`config.mk`:
```
export PLATFORM = sky130hd
export DESIGN_NAME = lcd_cmd_host_flat
export DESIGN_NICKNAME = d
export VERILOG_FILES = /design/src/rtl/lcd_cmd_host_if.sv /design/src/rtl/lcd_cmd_host.sv /design/src/flat_wrapper.sv
export SDC_FILE = /design/constraint.sdc
export NUM_CORES = 1
export LEC_CHECK = 0
export BUFFER_PORTS_ARGS = -buffer_cell sky130_fd_sc_hd__buf_4
export CAP_MARGIN = 20
export CORE_ASPECT_RATIO = 0.5
export CORE_MARGIN = 2
export CORE_UTILIZATION = 55
export CTS_CLUSTER_SIZE = 14
export DETAILED_ROUTE_END_ITERATION = 8
export GPL_TIMING_DRIVEN = 0
export PLACE_DENSITY = 0.84
export RECOVER_POWER = 25
export SYNTH_ARGS = -nofsm -noshare
export SYNTH_HDL_FRONTEND = slang
export SYNTH_SLANG_ARGS = --single-unit
```
`constraint.sdc`:
```
create_clock -name clk -period 3.9 [get_ports clk]
set_input_delay 0.195 -clock clk [delete_from_list [all_inputs] [get_ports clk]]
set_output_delay 0.195 -clock clk [all_outputs]
set_load 0.02 [all_outputs]
```
`src/rtl/lcd_cmd_host_if.sv`:
```
// ---------------------------------------------------------------------------
// lcd_cmd_host_if
//   Handshake bundle around the LCD command host.
//   Upstream side : in_cmd / in_valid in, in_ready out.
//   Controller side: cmd / cmd_valid out, busy / done in.
//   Modports:
//     slave  - the host itself (lcd_cmd_host)
//     master - whatever drives the producer and models the controller
// ---------------------------------------------------------------------------
interface lcd_cmd_host_if;
    logic [3:0] in_cmd;
    logic       in_valid;
    logic       in_ready;
    logic [3:0] cmd;
    logic       cmd_valid;
    logic       busy;
    logic       done;

    modport slave (
        input  in_cmd, in_valid, busy, done,
        output in_ready, cmd, cmd_valid
    );

    modport master (
        output in_cmd, in_valid, busy, done,
        input  in_ready, cmd, cmd_valid
    );
endinterface

```
`src/rtl/lcd_cmd_host.sv`:
```
// ---------------------------------------------------------------------------
// lcd_cmd_host
//   Buffers upstream LCD controller opcodes in a small FIFO and strobes them
//   one at a time to the controller, only while the controller is not busy.
//   After a WRITE (opcode 0) is accepted nothing more is taken; once that
//   WRITE is strobed and the controller reports done, the host parks in a
//   terminal FINISH state.
//
//   Ports:
//     clk, reset     rising-edge clock, asynchronous active-high reset
//     bus (slave)    in_cmd/in_valid/in_ready upstream,
//                    cmd/cmd_valid/busy/done towards the controller
//     issued_cnt     strobes since reset, saturating at 255
//     skipped_cnt    shifts dropped by the shadow filter, saturating at 255
//     finished       sticky, set when done is seen after a strobed WRITE
//
//   Build option:
//     LCD_HOST_SHADOW_EN  track a shadow operation point (x,y) in 0..6 and
//                         drop shifts that would leave that range instead of
//                         strobing them. Undefined: every command is strobed
//                         and skipped_cnt is 0.
// ---------------------------------------------------------------------------
module lcd_cmd_host #(
    parameter int DEPTH = 8
) (
    input  logic          clk,
    input  logic          reset,
    lcd_cmd_host_if.slave bus,
    output logic [7:0]    issued_cnt,
    output logic [7:0]    skipped_cnt,
    output logic          finished
);
    localparam int          AW       = $clog2(DEPTH);
    localparam logic [AW:0] FULL_CNT = (AW+1)'(DEPTH);

    localparam logic [3:0] OP_WRITE = 4'd0;
    localparam logic [3:0] OP_UP    = 4'd1;
    localparam logic [3:0] OP_DOWN  = 4'd2;
    localparam logic [3:0] OP_LEFT  = 4'd3;
    localparam logic [3:0] OP_RIGHT = 4'd4;

    typedef enum logic [2:0] {
        IDLE, ISSUE, GUARD, WAIT, DONE_WAIT, FINISH
    } state_t;

    state_t        state;
    logic [3:0]    mem [DEPTH];
    logic [AW-1:0] rd_ptr, wr_ptr;
    logic [AW:0]   count;
    logic          wr_queued;
    logic [3:0]    cmd_q;
    logic          cmd_valid_q;

    logic       empty, full, in_ready, push, pop;
    logic       head_skip, skip_now, can_issue;
    logic [3:0] head;

    assign empty     = (count == '0);
    assign full      = (count == FULL_CNT);
    assign head      = mem[rd_ptr];
    assign in_ready  = !full && !wr_queued && (state != FINISH);
    assign push      = bus.in_valid && in_ready;
    assign can_issue = !empty && !bus.busy && !head_skip;
    // An out-of-range shift at the head is dropped in IDLE regardless of busy.
    assign skip_now  = (state == IDLE) && !empty && head_skip;
    assign pop       = (state == ISSUE) || skip_now;

    assign bus.in_ready  = in_ready;
    assign bus.cmd       = cmd_q;
    assign bus.cmd_valid = cmd_valid_q;

    // ---------------- command FIFO ----------------
    // Storage needs no reset: occupancy and pointers define what is valid.
    always_ff @(posedge clk) begin
        if (push) mem[wr_ptr] <= bus.in_cmd;
    end

    always_ff @(posedge clk or posedge reset) begin
        if (reset) begin
            rd_ptr    <= '0;
            wr_ptr    <= '0;
            count     <= '0;
            wr_queued <= 1'b0;
        end else begin
            if (push) begin
                wr_ptr <= wr_ptr + AW'(1);
                if (bus.in_cmd == OP_WRITE) wr_queued <= 1'b1;
            end
            if (pop) rd_ptr <= rd_ptr + AW'(1);
            case ({push, pop})
                2'b10:   count <= count + (AW+1)'(1);
                2'b01:   count <= count - (AW+1)'(1);
                default: ;
            endcase
        end
    end

    // ---------------- issue FSM ----------------
    // cmd_valid is high exactly while in ISSUE. WAIT with busy already low
    // goes straight back to ISSUE when a command is ready, which gives the
    // 3-cycle minimum strobe spacing (ISSUE, GUARD, WAIT).
    always_ff @(posedge clk or posedge reset) begin
        if (reset) begin
            state       <= IDLE;
            cmd_q       <= '0;
            cmd_valid_q <= 1'b0;
            issued_cnt  <= '0;
            finished    <= 1'b0;
        end else begin
            cmd_valid_q <= 1'b0;
            case (state)
                IDLE: begin
                    if (can_issue) begin
                        state       <= ISSUE;
                        cmd_q       <= head;
                        cmd_valid_q <= 1'b1;
                    end
                end
                ISSUE: begin
                    state <= GUARD;
                    if (issued_cnt != 8'hFF) issued_cnt <= issued_cnt + 8'd1;
                end
                // Controller raises busy a cycle after sampling, so busy is
                // meaningless here.
                GUARD: state <= (cmd_q == OP_WRITE) ? DONE_WAIT : WAIT;
                WAIT: begin
                    if (!bus.busy) begin
                        if (can_issue) begin
                            state       <= ISSUE;
                            cmd_q       <= head;
                            cmd_valid_q <= 1'b1;
                        end else begin
                            state <= IDLE;
                        end
                    end
                end
                DONE_WAIT: begin
                    if (bus.done) begin
                        state    <= FINISH;
                        finished <= 1'b1;
                    end
                end
                FINISH:  ;
                default: state <= IDLE;
            endcase
        end
    end

    // ---------------- shadow point filter ----------------
`ifdef LCD_HOST_SHADOW_EN
    logic [2:0] sh_x, sh_y;

    always_comb begin
        head_skip = 1'b0;
        case (head)
            OP_UP:    head_skip = (sh_y == 3'd0);
            OP_DOWN:  head_skip = (sh_y == 3'd6);
            OP_LEFT:  head_skip = (sh_x == 3'd0);
            OP_RIGHT: head_skip = (sh_x == 3'd6);
            default:  head_skip = 1'b0;
        endcase
    end

    // Only in-range shifts are ever strobed, so the update cannot overflow.
    always_ff @(posedge clk or posedge reset) begin
        if (reset) begin
            sh_x        <= 3'd3;
            sh_y        <= 3'd3;
            skipped_cnt <= '0;
        end else begin
            if (state == ISSUE) begin
                case (cmd_q)
                    OP_UP:    sh_y <= sh_y - 3'd1;
                    OP_DOWN:  sh_y <= sh_y + 3'd1;
                    OP_LEFT:  sh_x <= sh_x - 3'd1;
                    OP_RIGHT: sh_x <= sh_x + 3'd1;
                    default:  ;
                endcase
            end
            if (skip_now && skipped_cnt != 8'hFF)
                skipped_cnt <= skipped_cnt + 8'd1;
        end
    end
`else
    assign head_skip   = 1'b0;
    assign skipped_cnt = 8'd0;
`endif

endmodule

```
`src/flat_wrapper.sv`:
```
// flat-port wrapper written by rule: the top's interface ports become plain ports
module lcd_cmd_host_flat 
#(
    parameter int DEPTH = 8
)
  (clk, reset, issued_cnt, skipped_cnt, finished, bus_in_cmd, bus_in_valid, bus_busy, bus_done, bus_in_ready, bus_cmd, bus_cmd_valid);
  lcd_cmd_host_if bus_i ();
  input  logic clk;
  input  logic reset;
  output logic [7:0] issued_cnt;
  output logic [7:0] skipped_cnt;
  output logic finished;
  input wire logic [$bits(bus_i.in_cmd)-1:0] bus_in_cmd;
  input wire logic [$bits(bus_i.in_valid)-1:0] bus_in_valid;
  input wire logic [$bits(bus_i.busy)-1:0] bus_busy;
  input wire logic [$bits(bus_i.done)-1:0] bus_done;
  output wire logic [$bits(bus_i.in_ready)-1:0] bus_in_ready;
  output wire logic [$bits(bus_i.cmd)-1:0] bus_cmd;
  output wire logic [$bits(bus_i.cmd_valid)-1:0] bus_cmd_valid;
  assign bus_i.in_cmd = bus_in_cmd;
  assign bus_i.in_valid = bus_in_valid;
  assign bus_i.busy = bus_busy;
  assign bus_i.done = bus_done;
  assign bus_in_ready = bus_i.in_ready;
  assign bus_cmd = bus_i.cmd;
  assign bus_cmd_valid = bus_i.cmd_valid;
  lcd_cmd_host #(.DEPTH(DEPTH)) u_core (.clk(clk), .reset(reset), .bus(bus_i), .issued_cnt(issued_cnt), .skipped_cnt(skipped_cnt), .finished(finished));
endmodule
```
Yosys cells after proc, flatten, opt, wreduce, memory -nomap -nowiden
Memories as Yosys holds them, arrays and structs flattened.
Index checks and enable logic that the tools add are counted.
{ "totals": {"romBits": 0, "mem_bits_rw": 32, "out_inout_bits": 23, "latch_bits": 0, "ff_bits": 28, "memories": 1, "word_cells": 63} }
{ "memory_table": {"columns": ["memory", "depth", "width", "rd", "rd_ports_with_merged_regs", "write_ports", "line", "text"], "rows": [
  ["u_core.mem", 8, 4, 1, 0, 1, "lcd_cmd_host.sv:47", "logic [3:0] mem [DEPTH];"]
]} }
{ "classes": {"eq_ne": 13, "muxes": 15, "n_bitwise": 1, "magnitude_cmp": 0, "n_shift": 0, "multipliers": 0, "n_addsub": 5, "n_div": 0, "n_reduce_logical": 19} }
{ "op_table": {"columns": ["operator", "n"], "rows": [
  ["$pmux W3 S6", 1],
  ["$pmux W4 S2", 2],
  ["$logic_not A4 Y1", 3],
  ["$mux W3", 4],
  ["$add A8 B1 Y8 const B", 1],
  ["$mux W4", 2],
  ["$ne A8 B8 Y1 const B", 1],
  ["$reduce_and A2 Y1", 4],
  ["$add A3 B1 Y3 const B", 2],
  ["$eq A3 B2 Y1 const B", 2],
  ["$eq A3 B3 Y1 const B", 2],
  ["$mux W1", 5],
  ["$add A4 B1 Y4 const B", 1],
  ["$eq A4 B4 Y1 const B", 1],
  ["$logic_and A1 B1 Y1", 4],
  ["$logic_not A1 Y1", 4],
  ["$ne A2 B2 Y1 const B", 2],
  ["$reduce_and A4 Y1", 1],
  ["$reduce_bool A2 Y1", 2],
  ["$sub A4 B1 Y4 const B", 1],
  ["$eq A3 B1 Y1 const B", 1],
  ["$logic_not A3 Y1", 1],
  ["$ne A3 B3 Y1 const B", 1],
  ["$eq A2 B1 Y1 const B", 1],
  ["other kinds (4)", 4]
]} }

Longest topological paths before layout
{ "logic_depth": {"depth_word": 7, "depth_mapped": 11} }

Worst setup path before layout
OpenSTA, ideal clock, no wires.
{ "synth_path": {"kind": "register -> register", "start": "register u_core.state[2]", "end": "register u_core.count[2]", "path_stages_with_launch": 12, "path_buffers": 1, "slack_ns": 1.556, "arrival_ns": 2.217, "required_time_ns": 3.774, "path_cell_list": "dfrtp_1 -> buf_6 -> and3b_1 -> nor4b_4 -> inv_1 -> ha_1 -> xor2_1 -> ha_1 -> a21oi_1 -> xor2_1 -> nor2_1 -> xor2_1"} }
{ "synth_via": {"elab_chain_cells": 5} }
{ "synth_rtl": {"columns": ["item", "line", "text"], "rows": [
  ["start, declared", "lcd_cmd_host.sv:46", "state_t state;"],
  ["start signal, assigned", "lcd_cmd_host.sv:125", "GUARD: state <= (cmd_q == OP_WRITE) ? DONE_WAIT : WAIT;"],
  ["$ne A3 B3 Y1", "lcd_cmd_host.sv:61", "assign in_ready = !full && !wr_queued && (state != FINISH);"],
  ["$logic_and A1 B1 Y1", "lcd_cmd_host.sv:61", null],
  ["$logic_and A1 B1 Y1", "lcd_cmd_host.sv:62", "assign push = bus.in_valid && in_ready;"],
  ["$eq A2 B1 Y1 / $eq A2 B2 Y1 (equally long branches)", "lcd_cmd_host.sv:90", "case ({push, pop})"],
  ["$pmux W4 S2 / $reduce_bool A2 Y1 (equally long branches)", null, null],
  ["end signal, assigned", "lcd_cmd_host.sv:91", "2'b10: count <= count + (AW+1)'(1);"],
  ["end signal, assigned", "lcd_cmd_host.sv:92", "2'b01: count <= count - (AW+1)'(1);"],
  ["end, declared", "lcd_cmd_host.sv:49", "logic [AW:0] count;"]
]} }
Several ways; a longest one is shown, not always the timed one.
A chain may end at the register's enable or synchronous reset.

Final worst setup path
{ "layout_path": {"start": "register u_core.count[1]", "end": "register u_core.count[2]"} }
{ "layout_via": {"elab_chain_cells": 7} }
{ "layout_rtl": {"columns": ["item", "line", "text"], "rows": [
  ["$eq A4 B4 Y1", "lcd_cmd_host.sv:59", "assign full = (count == FULL_CNT);"],
  ["$logic_not A1 Y1", "lcd_cmd_host.sv:61", null],
  ["$logic_and A1 B1 Y1 (2 in series)", "lcd_cmd_host.sv:61", null],
  ["$logic_and A1 B1 Y1", "lcd_cmd_host.sv:62", null],
  ["$eq A2 B1 Y1 / $eq A2 B2 Y1 (equally long branches)", "lcd_cmd_host.sv:90", null],
  ["$pmux W4 S2 / $reduce_bool A2 Y1 (equally long branches)", null, null]
]} }
Several ways; a longest one is shown, not always the timed one.

==> impl_metrics.tcl <==
set metrics [dict create \
    crit_arrival_ns 2.92 \
    slowest_stage "nor4b_1" \
    clock_skew_ns 0.0122 \
    placed_area_mm2 0.00298 \
    synth.area.top_cells "edfxtp_1 36%, dfrtp_1 26%, mux4_2 6.7%" \
    synth_top_family_by_area "simple AND/OR/NAND/NOR gates" \
    grt_max_degree 29 \
    crit_top_cell "xor2_1" \
    postSynthAreaPerCell_um2 14.4 \
    clk_latency_ns 0.34 \
    outcome "finished, final reports clean" \
    ys_warn_count 0 \
    clkSlewWorstSetupHoldPaths_ns 0.07 \
    synth.most_common_cell "edfxtp_1" \
    track_usage_pct 19.4 \
    start_kind "register" \
    wl_met1_mm 2.21 \
    detail-route-antenna-nets 0 \
    fin_crit_ns 2.68 \
    grt_pass1_vias 1542 \
    synth_mux_area_share_pct 10.3 \
    max_freq_mhz 374 \
    r2r_start "u_core.count[1]" \
    grt_pass1_wl_mm 7.52 \
    setup_slack_ns 1.22 \
    startpoint "u_core.count[1]" \
    io_buffers 23 \
    dp_hpwl_mm 3.31 \
    hold_violations 0 \
    synth_top_cell_area_share_pct 35.6 \
    wl_per_cell_um 16.0 \
    finalSetupViolCount 0 \
    gr-total-overflow 0 \
    final_util_pct 69.4 \
    drt-pass1-iter-count 4 \
    worstHoldPathType "input pin to register" \
    cp-endpoint "u_core.count[2]" \
    slew_headroom_pct 49.8 \
    drive_gt1_share_pct 25.5 \
    root_buffer "clkbuf_8" \
    chipWidth_um 103 \
    synth-simple-area-share_pct 11.3 \
    htree_num_levels 3 \
    synth_seq_cells 60 \
    crit_fanout 7 \
    cts.sinks 60 \
    yosys.area_share.xor_xnor_pct 4.55 \
    synth_cells 187 \
    routed_wl_mm 4.81 \
    nFillCells 317 \
    routed-via-count 1644 \
    synth_common_cells "32 x edfxtp_1, 28 x dfrtp_1, 11 x nor2_1" \
    met3_length_um 298 \
    drc_errors 0 \
    dpl_worst_slack_ns 1.22 \
    clockBufferDepth 2 \
    synth_compound_gate_area_share_pct 5.38 \
    power_density_mw_per_mm2 748 \
    routed_via_density 5.46 \
    fin_tns_setup_ns 0 \
    synth_edf_count 32 \
    n_antenna_cell 0 \
    die_y_um 53.5 \
    worstReg2RegEnd "u_core.count[2]" \
    initial_core_util_pct 59.2 \
    synth_area_leader_cell "edfxtp_1" \
    post_cts_buffers 0 \
    highest_layer "met4" \
    cpPeakStageDelay_ns 0.69 \
    wl_met2_mm 2.28 \
    cap_viol_max_count 0 \
    areaGrowthSynthToFinish_pct 17.2 \
    core_mm2 0.00455 \
    drtIter0Drc 84 \
    peakVddDrop_mv 0.312 \
    num_rows 17 \
    yosys_most_used_dff "edfxtp_1" \
    cts_tree "done" \
    synth-seq-area-share_pct 61.6 \
    drv_slew 0 \
    path_cells "nor4b_1 -> nor4b_4 -> inv_1 -> ha_1 -> xor2_1 -> ha_1 -> a21oi_1 -> xor2_1 -> nor2_1 -> xor2_1" \
    required_ns 4.14 \
    endpoint_kind "register" \
    path_class "register to register" \
    fin_area_mm2 0.00316 \
    synth_fa_ha_area_share_pct 2.78 \
    grt_setup_unrepaired "no" \
    gp_congestion 0.788 \
    numCtsBuffers 9 \
    dieArea_mm2 0.00551 \
    final_net_count 245 \
    worstMarginPinSlew_ns 0.747 \
    fin_crit_sh_pct 68.6 \
    synth_cell_types 46 \
    r2r_slack_ns 1.22 \
    power.leakage_nw 1.26 \
    holdBufCountCts 0 \
    io_pins 32 \
    ctsResizeCount 0 \
    async_flop_share_pct 46.7 \
    synthesis.area_mm2 0.00270 \
    antenna_found_initial 0 \
    reg2reg_depth 10 \
]
cell families (layout without fill, tap and decap cells):
kind of cell	count (synthesis)	after routing
AO/OA/AOI/OAI	23	23
adder cells (fa/ha/maj)	6	6
multiplexers	17	17
buffers and inverters	17	58
XOR/XNOR	14	14
flip-flops	60	60
other	1	8
AND/OR/NAND/NOR	49	49
layout by cell type (no fill, tap or decap), types with 3 or more instances in the layout:
| master | count |
|---|---|
| a21oi_1 | 10 |
| buf_4 | 27 |
| clkbuf_1 | 7 |
| clkbuf_8 | 9 |
| conb_1 | 8 |
| dfrtp_1 | 28 |
| edfxtp_1 | 32 |
| ha_1 | 6 |
| inv_1 | 4 |
| mux2_2 | 5 |
| mux2i_1 | 4 |
| mux4_2 | 8 |
| nand2_1 | 7 |
| nand2b_1 | 5 |
| nand3_1 | 3 |
| nand4_1 | 3 |
| nor2_1 | 11 |
| nor3_1 | 3 |
| o21ai_0 | 4 |
| xnor2_1 | 7 |
| xor2_1 | 7 |
power by group:
| part | leakage (nW) | switching, W | internal (W) |
|---|---|---|---|
| Clock | 0.0768 | 0.000232 | 0.000226 |
| Sequential | 0.628 | 0.000158 | 0.000843 |
| Combinational | 0.552 | 0.000469 | 0.000437 |
state kept, by name (all words and copies together), names as in the netlist:
| signal | cells |
|---|---|
| u_core.mem | 32 |
| u_core.bus.cmd | 4 |
| u_core.rd_ptr | 3 |
| u_core.issued_cnt | 8 |
| u_core.state | 3 |
| u_core.finished | 1 |
| u_core.wr_queued | 1 |
| u_core.bus.cmd_valid | 1 |
| u_core.wr_ptr | 3 |
| u_core.count | 4 |
layout make-up:
class                   count  area, um2  share of cell area (%)
inverters                   4       15.0                   0.475
multi-input cells         117        955                    30.2
flip-flops and latches     60       1660                    52.6
plain buffers              13       91.3                    2.89
clock buffers              11        131                    4.16
repair buffers             25        195                    6.18
clock inverters             5       28.8                   0.911
well taps                  66       82.6                    2.61
worst min-delay path by stage:
stage,start,end,slack [ns],cells past startpoint
2_1_floorplan,reset,u_core.bus.cmd[0],0.26,1
5_1_grt,bus_busy,u_core.bus.cmd_valid,0.12,2
6_report,bus_busy,u_core.bus.cmd_valid,0.13,2
3_3_place_gp,bus_in_cmd[2],u_core.mem[6][2],0.44,1
4_1_cts,bus_in_cmd[2],u_core.mem[7][2],0.1,1
3_5_place_dp,bus_in_cmd[2],u_core.mem[6][2],0.46,1
routing by layer:
metal	global-route usage [%]	up-vias
met1	26.0	801
met2	29.2	62
li1	-	777
met4	7.46	0
met5	0	-
met3	7.53	4
through the flow:
| step | hold WS [ns] | std cells | power (W) |
|---|---|---|---|
| after floorplan | 0.260 | 194 | 0.00165 |
| after global placement | 0.444 | 283 | 0.00186 |
| after detailed placement | 0.460 | 283 | 0.00191 |
| after CTS | 0.0996 | 299 | 0.00237 |
| after global routing | 0.120 | 301 | 0.00251 |
| final | 0.128 | 301 | 0.00237 |
critical path, delay by kind of cell, from the launching register on:
kind	cells	cell delay [ns]
and+or+nand+nor	3	1.01
xor gates and xnor gates	3	0.51
DFF	1	0.46
adders and majority gates	2	0.43
buffers and inverters	1	0.13
AOI/OAI and AO/OA	1	0.05
No activity file was read; power rests on OpenSTA's default activity.
